===== src/rtl/tspp_hazard_control.sv =====
// Hazard and trap-sequencing controller for the two-stage fetch/execute pipeline.
// Resolves memory stalls and control-flow redirects, and sequences precise traps
// and xRETs through a request/insert handshake with the privilege unit.
module tspp_hazard_control (
  input  logic        CLK,
  input  logic        nRST,
  input  logic        i_ram_busy,
  input  logic        iren,
  input  logic        d_ram_busy,
  input  logic        dren,
  input  logic        dwen,
  input  logic        jump,
  input  logic        branch,
  input  logic        mispredict,
  input  logic        halt,
  input  logic        fault_insn,
  input  logic        mal_insn,
  input  logic        illegal_insn,
  input  logic        breakpoint,
  input  logic        env_m,
  input  logic        mal_l,
  input  logic        fault_l,
  input  logic        mal_s,
  input  logic        fault_s,
  input  logic        interrupt,
  input  logic        ret,
  input  logic [31:0] pc,
  input  logic        insert_pc,
  output logic        pc_en,
  output logic        npc_sel,
  output logic        if_ex_stall,
  output logic        if_ex_flush,
  output logic        prv_req,
  output logic        prv_intr,
  output logic        prv_ret,
  output logic [3:0]  prv_cause,
  output logic [31:0] prv_epc
);

  typedef enum logic [1:0] {
    RUN    = 2'd0,
    DRAIN  = 2'd1,
    TRAP   = 2'd2,
    HALTED = 2'd3
  } state_t;

  state_t      state, state_next;
  logic        exc, dwait, iwait, redirect, trap_evt;
  logic [3:0]  cause_next;

  assign exc      = fault_insn | mal_insn | illegal_insn | breakpoint | env_m |
                    mal_l | fault_l | mal_s | fault_s;
  assign dwait    = (dren | dwen) & d_ram_busy;
  assign iwait    = iren & i_ram_busy;
  assign redirect = jump | (branch & mispredict);
  assign trap_evt = exc | interrupt | ret;

  // Fixed-priority exception cause encoder; zero when only an interrupt or xRET is pending.
  always_comb begin
    // NOTE: default assignment first so every path drives cause_next and no latch is inferred.
    cause_next = 4'd0;
    if      (fault_insn)   cause_next = 4'd1;
    else if (mal_insn)     cause_next = 4'd0;
    else if (illegal_insn) cause_next = 4'd2;
    else if (breakpoint)   cause_next = 4'd3;
    else if (env_m)        cause_next = 4'd11;
    else if (mal_l)        cause_next = 4'd4;
    else if (fault_l)      cause_next = 4'd5;
    else if (mal_s)        cause_next = 4'd6;
    else if (fault_s)      cause_next = 4'd7;
  end

  // State register.
  always_ff @(posedge CLK or negedge nRST) begin
    // NOTE: sequential state uses non-blocking assignments so every flop samples pre-edge values.
    if (!nRST) state <= RUN;
    else       state <= state_next;
  end

  // Next-state logic: events win over halt; the drain waits for both memories to go idle.
  always_comb begin
    state_next = state;
    unique case (state)
      RUN: begin
        if (trap_evt)  state_next = (dwait | iwait) ? DRAIN : TRAP;
        else if (halt) state_next = HALTED;
      end
      DRAIN:  if (!d_ram_busy && !i_ram_busy) state_next = TRAP;
      TRAP:   if (insert_pc) state_next = RUN;
      HALTED: state_next = HALTED;
      default: state_next = RUN;
    endcase
  end

  // Output decode: stall and pc_en are complements in every state.
  always_comb begin
    pc_en       = 1'b1;
    npc_sel     = 1'b0;
    if_ex_stall = 1'b0;
    if_ex_flush = 1'b0;
    unique case (state)
      RUN: begin
        if (trap_evt) begin
          if_ex_stall = 1'b1;
          pc_en       = 1'b0;
        end else begin
          if_ex_stall = dwait | iwait;
          pc_en       = !(dwait | iwait);
          npc_sel     = redirect;
          // The wrong-path fetch is killed even while the fetch memory is busy.
          if_ex_flush = redirect & !dwait;
        end
      end
      DRAIN: begin
        if_ex_stall = 1'b1;
        pc_en       = 1'b0;
      end
      TRAP: begin
        if (insert_pc) begin
          pc_en       = 1'b1;
          npc_sel     = 1'b1;
          if_ex_flush = 1'b1;
          if_ex_stall = 1'b0;
        end else begin
          pc_en       = 1'b0;
          if_ex_stall = 1'b1;
        end
      end
      HALTED: begin
        pc_en       = 1'b0;
        if_ex_stall = 1'b1;
        if_ex_flush = 1'b1;
      end
      default: begin
        pc_en       = 1'b1;
      end
    endcase
  end

  // Trap capture and registered request; captured values hold until the next event in RUN.
  always_ff @(posedge CLK or negedge nRST) begin
    if (!nRST) begin
      prv_req   <= 1'b0;
      prv_intr  <= 1'b0;
      prv_ret   <= 1'b0;
      prv_cause <= 4'd0;
      prv_epc   <= 32'd0;
    end else begin
      prv_req <= (state_next == TRAP);
      if (state == RUN && trap_evt) begin
        prv_epc   <= pc;
        prv_cause <= cause_next;
        prv_intr  <= interrupt & !exc & !ret;
        prv_ret   <= ret & !exc;
      end
    end
  end

endmodule


===== config.mk =====
export PLATFORM = sky130hd
export DESIGN_NAME = tspp_hazard_control
export DESIGN_NICKNAME = d
export VERILOG_FILES = /design/src/rtl/tspp_hazard_control.sv
export SDC_FILE = /design/constraint.sdc
export NUM_CORES = 1
export LEC_CHECK = 0
export CORE_MARGIN = 3
export CORE_UTILIZATION = 36
export DETAILED_ROUTE_END_ITERATION = 8
export HOLD_SLACK_MARGIN = 0.05
export PLACE_DENSITY = 0.76
export SETUP_SLACK_MARGIN = 0.4
export SYNTH_ARGS = -nofsm -noshare
export SYNTH_HDL_FRONTEND = slang
export SYNTH_SLANG_ARGS = --single-unit
export TNS_END_PERCENT = 30

===== constraint.sdc =====
create_clock -name CLK -period 2 [get_ports CLK]
set_clock_uncertainty 0.1 [all_clocks]
set_input_delay 0.4 -clock CLK [delete_from_list [all_inputs] [get_ports CLK]]
set_output_delay 0.4 -clock CLK [all_outputs]
set_load 0.02 [all_outputs]

# Word-level counts from Yosys, hierarchy flattened

Cells that the tools add are included.

Word-level logic and storage cells: 65
Output and inout port bits: 43
Bits of input ports: 55
Bits in registers: 41

Equality and inequality tests: 4
Reduce and logical (&&, ||, !) cells: 10
Multiplexer cells: 25
Bitwise gates (word level): 20

Operator list:

| kind               | count |
|---|---|
| $mux 4             | 5 |
| $or 1x1->1         | 13 |
| $mux 3             | 4 |
| $mux 2             | 5 |
| $pmux 1 s3         | 3 |
| $pmux 2 s4         | 1 |
| $and 1x1->1        | 7 |
| $eq 2x2->1 const B | 3 |
| $logic_not 1->1    | 6 |
| $mux 1             | 6 |
| $eq 2x1->1 const B | 1 |
| $logic_and 1x1->1  | 2 |
| $logic_not 2->1    | 1 |
| $pmux 1 s2         | 1 |
| $reduce_or 2->1    | 1 |

# Logic depth before layout (Yosys ltp)

Gate-level depths: netlist (run 1).

Depth in word-level cells: 13
Mapped depth: 7
Depth with buffers taken out: 4

# Worst setup path before layout (run 1)

Ideal clock, no wire load.

Kind: input -> output
Start point: input port mal_insn
End point: output port npc_sel
Cell stages on the path: 3
Data required time: 1.500 ns
Buffers on the path: 0
Slack: -0.331 ns
Arrival time: 1.831 ns
Cells stage by stage: or3_1 > or3_1 > o32ai_1

Word-level cells in the longest chain between the ends: 12

RTL lines:

| what                     | RTL line | text |
|---|---|---|
| from (decl)              | 17       | `input logic mal_insn,` |
| $or 1x1->1 (5 in series) | 51       | `assign exc = fault_insn \| mal_insn \| illegal_insn \| breakpoint \| env_m \|` |
| $or 1x1->1 (3 in series) | 52       | `mal_l \| fault_l \| mal_s \| fault_s;` |
| $or 1x1->1 (2 in series) | 56       | `assign trap_evt = exc \| interrupt \| ret;` |
| $mux 1                   | 103      | `if (trap_evt) begin` |
| $pmux 1 s2               | 101      | `unique case (state)` |
| to (decl)                | 30       | `output logic npc_sel,` |

Every way passes these cells.

# Worst setup path in the final report (run 1)

Start point: register state[1]
End point: output port if_ex_flush

Word-level cells in the longest chain between the ends: 2
Elaborated cells between the ends (all ways): 4
Classes of those cells: 2 x eq/ne; 1 x mux; 1 x reduce/logical

RTL lines:

| what                                                 | RTL line | text |
|---|---|---|
| from (decl)                                          | 47       | `state_t state, state_next;` |
| from (signal assigned)                               | 77       | `else state <= state_next;` |
| $eq 2x2->1 / $logic_not 2->1 (equally long branches) | 101      |  |
| $pmux 1 s3 *                                         | 101      |  |
| to (decl)                                            | 32       | `output logic if_ex_flush,` |

Every way passes the cells marked *; elsewhere a longest branch is shown, timed or not.

==> results of run 1 <==
[final cells by class]
class	count	area, µm²	share of cell area [%]
clock buffers	6	82.6	2.25
clock inverters	1	7.51	0.204
inverters	5	18.8	0.511
multi-input cells	88	942	25.6
flip-flops and latches	41	1030	27.9
well taps	70	87.6	2.38
repair buffers	156	1510	41.1
[through the flow]
step / instances / utilization (%)
6_report: 367 / 71.5
5_1_grt: 367 / 71.5
4_1_cts: 360 / 69.2
3_5_place_dp: 330 / 62.5
3_3_place_gp: 330 / 62.5
2_1_floorplan: 139 / -
[registers in the layout, indices dropped and copies added, names as in the netlist]
| register | count |
|---|---|
| prv_epc | 32 |
| prv_cause | 4 |
| state | 2 |
| prv_intr | 1 |
| prv_req | 1 |
| prv_ret | 1 |
[how the worst min path moves through the flow]
stage | slack (ns) | to | cells past startpoint | start
6_report | 0.30 | prv_cause[3] | 3 | fault_insn
5_1_grt | 0.28 | prv_cause[3] | 3 | illegal_insn
4_1_cts | 0.29 | prv_cause[3] | 3 | illegal_insn
3_5_place_dp | 0.23 | prv_epc[28] | 1 | nRST
3_3_place_gp | 0.23 | prv_epc[30] | 1 | nRST
2_1_floorplan | 0.004 | prv_cause[0] | 0 | nRST
[worst max-delay path: cells and delay by family, from the launching register on]
kind            cells  cell delay [ns]
flops               1             0.38
compound gates      1             0.30
simple gates        2             0.64
buf+inv             1             0.19
[cells by family (layout without fill, tap and decap cells)]
| family | count (synthesis) | count (layout) | share of synthesized area (%) |
|---|---|---|---|
| AO/OA/AOI/OAI | 24 | 24 | 9.99 |
| buffers and inverters | 10 | 168 | 3.24 |
| flip-flops | 41 | 41 | 53.2 |
| multiplexers | 32 | 32 | 24.1 |
| AND/OR/NAND/NOR | 32 | 32 | 9.47 |
[per-layer routing]
metal / track usage (%) / wire length [µm]
met3: 4.08 / 306
met4: 4.98 / 73
met2: 30.4 / 2980
met5: 0 / 0
met1: 24.3 / 2470
[power by group through the flow]
stage,combinational (W),sequential [W],clock [W]
after global placement,0.00276,0.00142,0
after detailed placement,0.00279,0.00144,0
after CTS,0.00292,0.00141,0.000567
final,0.00297,0.00141,0.000547
after floorplan,0.00114,0.00190,0
after global routing,0.00313,0.00147,0.000609
[placed cells by master, fill, tap and decap left out, types with 2 or more instances in the layout]
cell type,synthesis,routed
clkdlybuf4s50_1,0,41
dlygate4sd2_1,0,41
dfrtp_1,41,41
buf_4,0,37
mux2_4,28,28
buf_6,3,22
nor2_1,9,7
clkbuf_8,0,6
inv_1,5,5
nand2_1,5,5
o21ai_0,5,4
mux2_2,4,4
or3_4,0,3
a21oi_1,4,3
nor3_1,4,3
buf_16,0,3
buf_2,2,3
buf_12,0,3
nor3_4,0,2
a21o_1,2,2
a31oi_1,2,2
clkbuf_2,0,2
[what timing repair did]
action / in CTS / in global routing
resized for setup: 117 / 21
buffers inserted: 19 / 7
setup endpoints to repair: 84 / 43
hold buffers: 1 / 0
endpoints found under the hold margin: 14 / 0
pin swaps: 9 / 11
cloned: 3 / 0
==> qor.yml, run 1 <==
outcome: "finished, violations left"
violations: "negative setup slack"
grt_pass1_vias: 1822
path_class: "reg2out"
io_pins: 98
finalHoldViolCount: 0
cts_tree: "yes"
slew_headroom_pct: 71.1
netlist_instances: 139
firstDrtPassIters: 4
rows: 26
fillers: 398
endpoint_kind: "output pin"
area_growth_pct: 90.5
synth-seq-cells: 41
swShare_pct: 35.9
r2r_slack_ns: -0.12
startpoint: "state[1]"
synth_edf_count: 0
track_usage_pct: 18.4
vdd_drop_max_v: 0.000736
avgSynthCellArea_um2: 13.9
internal_power_w: 0.00316
initial_core_util_pct: 37.5
hold_class: "in2reg"
drc_errors: 0
hold_ws_ns: 0.295
clock.fmax_mhz: 434
worstPathRequired_ns: 1.50
grt_first_pass_wirelength_um: 9000
setup_ws_ns: -0.304
yosys-top-cells-area: "dfrtp_1 53%, mux2_4 22%, mux2_2 2.3%"
clk_pin_slew_worst_paths_ns: 0.07
drt-initial-drc-count: 54
cap_viol_max_count: 0
grt_setup_unrepaired: "true"
detail_route.wl_per_cell_um: 15.9
place_congestion: 0.767
syn-cell-area_mm2: 0.00193
grt-ovfl-total: 0
cts_root_buf: "clkbuf_8"
leakage_nw: 1.72
p_seq_share_pct: 28.7
finalSetupTns_ns: -3.23
post-place-ws_ns: -1.14
yosysTopAreaCell: "dfrtp_1"
fin_crit_ns: 2.30
power_w: 0.00493
worst_slew_pin_slew_ns: 0.429
die_y_um: 79.2
r2r_cells: 9
min_period_over_period_pct: 115
diodes: 0
slowest_delay_ns: 0.38
rr_endpoint: "prv_epc[23]"
numCtsBuffers: 5
worstPathArrival_ns: 1.80
post-dp-hpwl_um: 3960
stdcell_area_mm2: 0.00368
vias_per_cell: 4.78
comb_power_share_pct: 60.2
ys_seq_area_share_pct: 53.2
h-tree-depth: 2
portBuffers: 97
crit_end: "if_ex_flush"
maxSlewViolCount: 0
synth_commonest_cells: "41 x dfrtp_1, 28 x mux2_4, 9 x nor2_1"
via_count: 1754
p_per_area_mw_per_mm2: 1340
synthFlopType: "dfrtp_1"
worstSkewPairLatency_ns: 0.28
clk_path_buf_depth: 2
clkPwrFrac_pct: 11.1
yosysUniqueCellTypes: 34
yosysTopAreaCellShare_pct: 53.2
ant_nets: 0
chipWidth_um: 79.2
syn_nets: 194
clock-sinks: 41
final_nets: 352
antenna_found_initial: 0
postPlaceCellArea_mm2: 0.00321
critPathMaxFanout: 4
crit_path_start_kind: "register"
finalSetupViolations: 41
dieArea_mm2: 0.00627
p_switching_w: 0.00177
synth_warnings: 0
r2r_start: "state[1]"
yosysMostFrequentCell: "dfrtp_1"
grt_max_degree: 17
drive_gt1_share_pct: 43.1
crit_slowest_cell: "dfrtp_1"
core_mm2: 0.00514
drt_wl_total_um: 5820
cp_cell_sequence: "or2_1 > or3_4 > o41ai_4 > buf_4"
synth_async_sr_flop_share_pct: 100
(Power assumes the default switching activity.)
==> run 2: changes to the inputs <==
--- a/config.mk
+++ b/config.mk
@@ -5,8 +5,10 @@
 export SDC_FILE = /design/constraint.sdc
 export NUM_CORES = 1
 export LEC_CHECK = 0
+export ABC_CLOCK_PERIOD_IN_PS = 2000
 export CORE_MARGIN = 3
 export CORE_UTILIZATION = 36
+export CTS_CLUSTER_DIAMETER = 60
 export DETAILED_ROUTE_END_ITERATION = 8
 export HOLD_SLACK_MARGIN = 0.05
 export PLACE_DENSITY = 0.76
==> results of run 2 <==
The final DEF is identical to that of run 1; final timing and power are the same.
